### src/rtl/clog2.vh
// clog2.vh
// Shared ceiling-log2 constant function. It returns the number of bits needed
// to index `value` distinct items, so clog2(1)=0, clog2(5)=3 and clog2(16)=4.
// Counters that must hold 0..N inclusive use clog2(N+1).
`ifndef CLOG2_VH
`define CLOG2_VH
function automatic int clog2(input int value);
    int result;
    int rem;
    result = 0;
    rem    = value - 1;
    while (rem > 0) begin
        result = result + 1;
        rem    = rem >> 1;
    end
    return result;
endfunction
`endif

### src/rtl/fifo_flex_pkg.sv
// fifo_flex_pkg
// Shared definitions for the fifo_flex block:
//   clog2      - width helper, taken from the shared clog2.vh include
//   fifo_op_e  - per-cycle operation, encoded as {push, pop}
package fifo_flex_pkg;

`include "clog2.vh"

    typedef enum logic [1:0] {
        OP_IDLE = 2'b00,
        OP_POP  = 2'b01,
        OP_PUSH = 2'b10,
        OP_BOTH = 2'b11
    } fifo_op_e;

endpackage

### src/rtl/fifo_flex_if.sv
// fifo_flex_if
// Push/pop/status bundle of fifo_flex.
//   wr_en, wr_dat        push request and data
//   rd_en                pop request
//   clr_err              clears the sticky error flags
//   rd_dat, rd_valid     read data and its qualifier
//   empty, full, afull, aempty, count   occupancy status
//   overflow, underflow  sticky error flags
// slave  : the FIFO side (drives data out and status)
// master : the user side (drives requests)
interface fifo_flex_if
    import fifo_flex_pkg::*;
#(
    parameter int DEPTH = 16,
    parameter int WIDTH = 32
) ();
    localparam int CW = clog2(DEPTH + 1);

    logic             wr_en;
    logic [WIDTH-1:0] wr_dat;
    logic             rd_en;
    logic             clr_err;
    logic [WIDTH-1:0] rd_dat;
    logic             rd_valid;
    logic             empty;
    logic             full;
    logic             afull;
    logic             aempty;
    logic [CW-1:0]    count;
    logic             overflow;
    logic             underflow;

    modport master (
        output wr_en, wr_dat, rd_en, clr_err,
        input  rd_dat, rd_valid, empty, full, afull, aempty, count,
               overflow, underflow
    );

    modport slave (
        input  wr_en, wr_dat, rd_en, clr_err,
        output rd_dat, rd_valid, empty, full, afull, aempty, count,
               overflow, underflow
    );
endinterface

### src/rtl/fifo_ram.sv
// fifo_ram
// DEPTH x WIDTH storage for fifo_flex: one synchronous write port and one
// asynchronous read port.
//   clk          clock
//   we           write enable
//   waddr, wdat  write address / data
//   raddr        read address
//   rdat         read data (combinational from raddr)
module fifo_ram #(
    parameter int DEPTH = 16,
    parameter int WIDTH = 32,
    parameter int AW    = 4
) (
    input  logic             clk,
    input  logic             we,
    input  logic [AW-1:0]    waddr,
    input  logic [WIDTH-1:0] wdat,
    input  logic [AW-1:0]    raddr,
    output logic [WIDTH-1:0] rdat
);
    logic [WIDTH-1:0] mem [DEPTH];

    // NOTE: the array has no reset; clearing it would force flops instead of
    // RAM and nothing ever reads an entry before it has been written.
    always_ff @(posedge clk) begin
        if (we) begin
            mem[waddr] <= wdat;
        end
    end

    assign rdat = mem[raddr];
endmodule

### src/rtl/fifo_flex.sv
// fifo_flex
// Synchronous FIFO with arbitrary (non power-of-two) depth, programmable
// almost-full/almost-empty levels, sticky error flags and a choice of
// registered read (FWFT=0) or first-word-fall-through (FWFT=1).
//   clk   clock, all state updates on the rising edge
//   rst   synchronous active-high reset
//   bus   fifo_flex_if.slave: push/pop requests, read data, status, errors
module fifo_flex
    import fifo_flex_pkg::*;
#(
    parameter int DEPTH      = 16,
    parameter int WIDTH      = 32,
    parameter int AFULL_LVL  = DEPTH - 2,
    parameter int AEMPTY_LVL = 2,
    parameter int FWFT       = 0
) (
    input  logic      clk,
    input  logic      rst,
    fifo_flex_if.slave bus
);
    localparam int AW = clog2(DEPTH);
    localparam int CW = clog2(DEPTH + 1);

    localparam logic [AW-1:0] PTR_MAX  = AW'(DEPTH - 1);
    localparam logic [CW-1:0] DEPTH_C  = CW'(DEPTH);
    localparam logic [CW-1:0] AFULL_C  = CW'(AFULL_LVL);
    localparam logic [CW-1:0] AEMPTY_C = CW'(AEMPTY_LVL);

    // Elaboration-time parameter legality.
    if (DEPTH < 2) begin : g_bad_depth
        $error("fifo_flex: DEPTH must be at least 2");
    end
    if (AFULL_LVL < 0 || AFULL_LVL > DEPTH) begin : g_bad_afull
        $error("fifo_flex: AFULL_LVL must lie in 0..DEPTH");
    end
    if (AEMPTY_LVL < 0 || AEMPTY_LVL >= DEPTH) begin : g_bad_aempty
        $error("fifo_flex: AEMPTY_LVL must lie in 0..DEPTH-1");
    end
    if (FWFT != 0 && FWFT != 1) begin : g_bad_fwft
        $error("fifo_flex: FWFT must be 0 or 1");
    end

    // Pointers wrap at DEPTH-1, not at 2^AW, so any depth works.
    function automatic logic [AW-1:0] inc_ptr(input logic [AW-1:0] p);
        return (p == PTR_MAX) ? '0 : p + 1'b1;
    endfunction

    logic [AW-1:0]    wptr;
    logic [AW-1:0]    rptr;
    logic [CW-1:0]    count_nxt;
    logic [WIDTH-1:0] ram_rdat;
    logic             push;
    logic             pop;
    fifo_op_e         op;

    // A push into a full FIFO is still legal when a pop frees a slot in the
    // same cycle; the popped word is read before the write lands.
    assign pop  = bus.rd_en && (bus.count != '0);
    assign push = bus.wr_en && ((bus.count != DEPTH_C) || pop);
    assign op   = fifo_op_e'({push, pop});

    always_comb begin
        // NOTE: default assignment first so every path drives count_nxt and
        // no latch is inferred.
        count_nxt = bus.count;
        case (op)
            OP_PUSH: count_nxt = bus.count + 1'b1;
            OP_POP:  count_nxt = bus.count - 1'b1;
            default: ;
        endcase
    end

    // NOTE: state registers use non-blocking assignments so every flop samples
    // pre-edge values regardless of process ordering.
    always_ff @(posedge clk) begin
        if (rst) begin
            wptr      <= '0;
            rptr      <= '0;
            bus.count <= '0;
        end else begin
            if (push) begin
                wptr <= inc_ptr(wptr);
            end
            if (pop) begin
                rptr <= inc_ptr(rptr);
            end
            bus.count <= count_nxt;
        end
    end

    // Sticky errors: a set condition in the same cycle beats clr_err.
    always_ff @(posedge clk) begin
        if (rst) begin
            bus.overflow  <= 1'b0;
            bus.underflow <= 1'b0;
        end else begin
            if (bus.wr_en && !push) begin
                bus.overflow <= 1'b1;
            end else if (bus.clr_err) begin
                bus.overflow <= 1'b0;
            end
            if (bus.rd_en && !pop) begin
                bus.underflow <= 1'b1;
            end else if (bus.clr_err) begin
                bus.underflow <= 1'b0;
            end
        end
    end

    // Flags decode the registered count only.
    assign bus.empty  = (bus.count == '0);
    assign bus.full   = (bus.count == DEPTH_C);
    assign bus.afull  = (bus.count >= AFULL_C);
    assign bus.aempty = (bus.count <= AEMPTY_C);

    fifo_ram #(
        .DEPTH (DEPTH),
        .WIDTH (WIDTH),
        .AW    (AW)
    ) u_ram (
        .clk   (clk),
        .we    (push && !rst),
        .waddr (wptr),
        .wdat  (bus.wr_dat),
        .raddr (rptr),
        .rdat  (ram_rdat)
    );

    if (FWFT != 0) begin : g_fwft
        // Head word is shown directly; a push into an empty FIFO becomes
        // visible once count has registered the push.
        assign bus.rd_dat   = ram_rdat;
        assign bus.rd_valid = !bus.empty;
    end else begin : g_reg_read
        always_ff @(posedge clk) begin
            if (rst) begin
                bus.rd_valid <= 1'b0;
            end else begin
                bus.rd_valid <= pop;
            end
        end

        // Data register is left unreset; rd_valid qualifies it and it holds
        // the last popped word between pops.
        always_ff @(posedge clk) begin
            if (!rst && pop) begin
                bus.rd_dat <= ram_rdat;
            end
        end
    end
endmodule

### src/flat_wrapper.sv
// flat-port wrapper written by rule: the top's interface ports become plain ports
module fifo_flex_flat import fifo_flex_pkg::*;
#(
    parameter int DEPTH      = 16,
    parameter int WIDTH      = 32,
    parameter int AFULL_LVL  = DEPTH - 2,
    parameter int AEMPTY_LVL = 2,
    parameter int FWFT       = 0
)
  (clk, rst, bus_wr_en, bus_wr_dat, bus_rd_en, bus_clr_err, bus_rd_dat, bus_rd_valid, bus_empty, bus_full, bus_afull, bus_aempty, bus_count, bus_overflow, bus_underflow);
  fifo_flex_if #(.DEPTH(DEPTH), .WIDTH(WIDTH)) bus_i ();
  input  logic clk;
  input  logic rst;
  input wire logic [$bits(bus_i.wr_en)-1:0] bus_wr_en;
  input wire logic [$bits(bus_i.wr_dat)-1:0] bus_wr_dat;
  input wire logic [$bits(bus_i.rd_en)-1:0] bus_rd_en;
  input wire logic [$bits(bus_i.clr_err)-1:0] bus_clr_err;
  output wire logic [$bits(bus_i.rd_dat)-1:0] bus_rd_dat;
  output wire logic [$bits(bus_i.rd_valid)-1:0] bus_rd_valid;
  output wire logic [$bits(bus_i.empty)-1:0] bus_empty;
  output wire logic [$bits(bus_i.full)-1:0] bus_full;
  output wire logic [$bits(bus_i.afull)-1:0] bus_afull;
  output wire logic [$bits(bus_i.aempty)-1:0] bus_aempty;
  output wire logic [$bits(bus_i.count)-1:0] bus_count;
  output wire logic [$bits(bus_i.overflow)-1:0] bus_overflow;
  output wire logic [$bits(bus_i.underflow)-1:0] bus_underflow;
  assign bus_i.wr_en = bus_wr_en;
  assign bus_i.wr_dat = bus_wr_dat;
  assign bus_i.rd_en = bus_rd_en;
  assign bus_i.clr_err = bus_clr_err;
  assign bus_rd_dat = bus_i.rd_dat;
  assign bus_rd_valid = bus_i.rd_valid;
  assign bus_empty = bus_i.empty;
  assign bus_full = bus_i.full;
  assign bus_afull = bus_i.afull;
  assign bus_aempty = bus_i.aempty;
  assign bus_count = bus_i.count;
  assign bus_overflow = bus_i.overflow;
  assign bus_underflow = bus_i.underflow;
  fifo_flex #(.DEPTH(DEPTH), .WIDTH(WIDTH), .AFULL_LVL(AFULL_LVL), .AEMPTY_LVL(AEMPTY_LVL), .FWFT(FWFT)) u_core (.clk(clk), .rst(rst), .bus(bus_i));
endmodule
### config.mk
export PLATFORM = sky130hd
export DESIGN_NAME = fifo_flex_flat
export DESIGN_NICKNAME = d
export VERILOG_FILES = /design/src/rtl/fifo_flex_pkg.sv /design/src/rtl/fifo_flex_if.sv /design/src/rtl/fifo_ram.sv /design/src/rtl/fifo_flex.sv /design/src/flat_wrapper.sv
export VERILOG_INCLUDE_DIRS = /design/src /design/src/rtl
export SDC_FILE = /design/constraint.sdc
export NUM_CORES = 1
export LEC_CHECK = 0
export ABC_CLOCK_PERIOD_IN_PS = 7600
export CELL_PAD_IN_SITES_DETAIL_PLACEMENT = 0
export CELL_PAD_IN_SITES_GLOBAL_PLACEMENT = 1
export CORE_UTILIZATION = 30
export CTS_BUF_LIST = sky130_fd_sc_hd__clkbuf_8
export DETAILED_ROUTE_END_ITERATION = 12
export GPL_TIMING_DRIVEN = 0
export PLACE_DENSITY = 0.45
export SETUP_SLACK_MARGIN = 0.15
export SLEW_MARGIN = 20
export SYNTH_ARGS = -nofsm -noshare
export SYNTH_HDL_FRONTEND = slang
export SYNTH_SLANG_ARGS = --single-unit
### constraint.sdc
create_clock -name clk -period 7.6 [get_ports clk]
set_input_delay 1.52 -clock clk [delete_from_list [all_inputs] [get_ports clk]]
set_output_delay 1.52 -clock clk [all_outputs]
set_load 0.05 [all_outputs]
==> summary.md <==
| Metric | Value |
|---|---|
| Number of register bits inferred by synthesis | `560` |
| TritonCTS clock tree | `built` |
| Cells resized by post-CTS repair | `0` |
| Worst-case register-to-register setup slack | `about 4.5 ns` |
| Cell leakage power | `0.00808 µW` |
| Number of ports placed on the die boundary | `81` |
| Relative slew slack | `about 26%` |
| Worst voltage drop across the vdd grid | `0.120 mV` |
| Pins Over Slew Limit | `0` |
| Unrepaired setup endpoints after global routing | `no` |
| Count of yosys warnings during synthesis | `0` |
| Worst hold margin | `slightly below 0.5 ns` |
| Layout Area Growth over Synthesis | `22.0%` |
| Synthesized net count | `999` |
| Skew-Pair Late Insertion Delay | `0.69 ns` |
| Total negative slack for setup checks | `0 ns` |
| Number of nets with antenna violations after detailed routing | `0` |
| Global-route total usage across every layer | `15.5%` |
| # rows | `96` |
| Final instance count without filler cells | `2186` |
| Worst setup EP type | `primary output` |
| Average routed wire per standard cell | `24.4 µm` |
| Global-route wire length before repair | `78400 µm` |
| Share of the cycle needed by the critical path after routing | `56.7%` |
| Number of filler instances in the final layout | `6295` |
| Max frequency | `232 MHz` |
| Final weighted congestion of routability-driven global placement | `0.686` |
| Most used flip-flop cell after synthesis | `sky130_fd_sc_hd__edfxtp_1` |
| Data required time at the worst endpoint | `6.08 ns` |
| Die extent in x | `267 µm` |
| GR Overflow Total | `0` |
| Path category of the worst min-delay check | `reg -> reg` |
| Post-layout power | `7390 µW` |
| Async SR Flop Fraction | `0%` |
| Post-layout util | `37.3%` |
| Number of vias after detailed routing | `roughly 10k` |
| Overall routed net length | `53400 µm` |
| Clk Tree Root Cell | `sky130_fd_sc_hd__clkbuf_8` |
| Sequential area share after synthesis | `78.9%` |
| Slew @ Worst Pin | `1.11 ns` |
| Sort of element at the start of the critical path | `flip-flop` |
| Initial antenna violation count | `1` |
| Arrival time worst endpoint | `approximately 2.8 ns` |
| Post-Synthesis Mean Instance Area | `22.1 µm²` |
| Pin count of the biggest net entering global routing | `18` |
| Antenna Diode Count | `0` |
| Number of remaining DRC errors | `0` |
| Total of hold buffers inserted after clock tree synthesis | `0` |
| Clock net sink count | `560` |
| Post-synth EDFFs | `roughly 540` |
| Status | `completed` |
| Maximum clock skew at final layout | `0.0353 ns` |
| First-pass detailed-route iteration total | `4` |
| Number of failing setup endpoints in the final timing report | `0` |
| Biggest fanout along the worst timing path | `9` |
| Final net count | `1223` |
| Number of clock buffers inserted by TritonCTS | `between 90 and 100` |
| Kind of critical path | `reg -> out` |
| Total power divided by cell area | `287 nW/µm²` |
| Proportion of layout cells with a drive suffix above 1 | `26.6%` |
| Sum of net half-perimeters after detailed placement | `approximately 35000 µm` |
| Cell area after technology mapping | `21100 µm²` |
| # port buffers | `78` |
| DR vias/cell | `roughly 4.7` |
| Hold Fails Final Rpt | `0` |
| Clock-pin slew of the registers on the worst-case setup and hold paths | `~0.060 ns` |
| Number of cells in the design after placement | `2008` |
| CTS HTree Levels | `3` |
| Final critical delay including setup and external delays | `4.31 ns` |
| Number of setup buffers added after CTS | `0` |
| CORE AREA | `between 60000 and 70000 µm²` |
| Maximum buffer depth of the clock tree | `3` |
| Via count of the first global-routing pass | `11.1k` |
| Area of the die | `approximately 70000 µm²` |
| Effective utilization at floorplan | `30.6%` |
| Max-capacitance violation count | `0` |
| Instance count of the mapped netlist | `953` |
| Post-synthesis cell type count | `45` |
| Die H | `267 µm` |
| Number of design-rule violations left by the first detailed-router iteration | `754` |
==> power breakdown <==
group	internal (µW)	switching (µW)	total, µW	leakage (µW)
logic	584	792	1380	0.00207
registers	3480	43.9	3530	0.00504
clock network	1240	1250	2490	0.000982
total	5310	2080	7390	0.00808
==> synth_stat cells, drive strengths merged, types with 2 or more instances <==
| cell type | count | area, µm² |
|---|---|---|
| a21oi | 10 | 50.1 |
| xor2 | 2 | 17.5 |
| a22oi | 65 | 488 |
| edfxtp | 544 | 16300 |
| a211oi | 3 | 22.5 |
| o21ai | 5 | 36.3 |
| mux4 | 128 | 2880 |
| mux2i | 2 | 20.0 |
| dfxtp | 16 | 320 |
| nor2b | 2 | 12.5 |
| inv | 7 | 26.3 |
| buf | 25 | 128 |
| and2 | 2 | 12.5 |
| nor3 | 10 | 50.1 |
| nand2 | 40 | 150 |
| or3 | 2 | 12.5 |
| o211ai | 3 | 22.5 |
| nand3 | 7 | 35.0 |
| clkbuf | 25 | 93.8 |
| nand2b | 4 | 25.0 |
| ha | 8 | 100 |
| nor2 | 25 | 93.8 |
==> worst max-delay path: stages (launching register included) <==
cell and delay, ns:
sky130_fd_sc_hd__dfxtp_1 0.42, sky130_fd_sc_hd__or4_1 0.58, sky130_fd_sc_hd__buf_6 0.16, sky130_fd_sc_hd__nor2_1 0.13, sky130_fd_sc_hd__clkdlybuf4s50_1 0.84
==> cell usage in the layout (no fill, tap or decap), types with 2 or more instances in the layout <==
cell / instances
sky130_fd_sc_hd__edfxtp_1: 544
sky130_fd_sc_hd__mux4_2: 128
sky130_fd_sc_hd__clkbuf_8: 102
sky130_fd_sc_hd__clkdlybuf4s50_1: 78
sky130_fd_sc_hd__a22oi_1: 65
sky130_fd_sc_hd__nand2_1: 40
sky130_fd_sc_hd__inv_1: 33
sky130_fd_sc_hd__clkinv_1: 30
sky130_fd_sc_hd__clkbuf_1: 25
sky130_fd_sc_hd__buf_16: 22
sky130_fd_sc_hd__buf_4: 20
sky130_fd_sc_hd__dfxtp_1: 16
sky130_fd_sc_hd__buf_2: 15
sky130_fd_sc_hd__nor2_4: 13
sky130_fd_sc_hd__clkinv_2: 13
sky130_fd_sc_hd__nor2_1: 12
sky130_fd_sc_hd__a21oi_1: 10
sky130_fd_sc_hd__ha_1: 8
sky130_fd_sc_hd__buf_1: 7
sky130_fd_sc_hd__nand3_1: 7
sky130_fd_sc_hd__nor3_1: 6
sky130_fd_sc_hd__clkinvlp_4: 5
sky130_fd_sc_hd__nand2b_1: 4
sky130_fd_sc_hd__nor3_2: 4
sky130_fd_sc_hd__buf_12: 4
sky130_fd_sc_hd__buf_6: 3
sky130_fd_sc_hd__a211oi_1: 3
sky130_fd_sc_hd__o21ai_0: 3
sky130_fd_sc_hd__o211ai_1: 3
sky130_fd_sc_hd__nor2b_1: 2
sky130_fd_sc_hd__and2_1: 2
sky130_fd_sc_hd__xor2_1: 2
sky130_fd_sc_hd__mux2i_1: 2
sky130_fd_sc_hd__or3_1: 2
==> path summary, 6_finish.rpt <==
kind,start,end,cells past startpoint
hold reg to reg,u_core.bus.overflow,u_core.bus.overflow,2
setup / recovery,u_core.bus.count[0],bus_empty,4
setup reg to reg,u_core.bus.count[0],u_core.u_ram.mem[1][16],6
hold / removal,u_core.bus.overflow,u_core.bus.overflow,2
==> final cells by class <==
cell class	instances	area, µm²	share of cell area (%)
Sequential cell	560	16700	64.7
Multi-Input combinational cell	336	4320	16.8
Timing Repair Buffer	124	1620	6.31
Clock buffer	102	1400	5.45
Tap cell	931	1160	4.52
Clock inverter	76	338	1.31
Buffer	50	221	0.860
Inverter	7	26.3	0.102
==> flip-flops by register name, summed over array words and instances, names as in the netlist <==
register and flops:
u_core.rptr 4, u_core.bus.rd_dat 32, u_core.bus.rd_valid 1, u_core.bus.underflow 1
u_core.bus.count 5, u_core.wptr 4, u_core.u_ram.mem 512, u_core.bus.overflow 1
==> routing by layer <==
| layer | share of wire [%] | GRT usage [%] | up-vias |
|---|---|---|---|
| met5 | 0.024 | 0 | - |
| met2 | 48 | 24.6 | 230 |
| li1 | - | - | 4504 |
| met4 | 2.0 | 4.95 | 2 |
| met1 | 46 | 21.4 | 5485 |
| met3 | 4.3 | 2.75 | 80 |
==> metrics by stage <==
step / setup slack [ns] / cell area [µm²]
3_5_place_dp: 2.86 / 24000
2_1_floorplan: 2.60 / 21100
4_1_cts: 3.22 / 25800
5_1_grt: 3.16 / 25800
6_report: 3.29 / 25800
3_3_place_gp: -1.63 / 23100
==> logic make-up after synthesis <==
| group | after synthesis | share of synthesized area, % |
|---|---|---|
| simple gates | 96 | 2.03 |
| xor+xnor | 3 | 0.125 |
| mux | 130 | 13.8 |
| compound gates | 98 | 3.44 |
| flops | 560 | 78.9 |
| fa+ha+maj | 9 | 0.569 |
| buf+inv | 57 | 1.17 |
No activity file was read; power rests on OpenSTA's default activity.
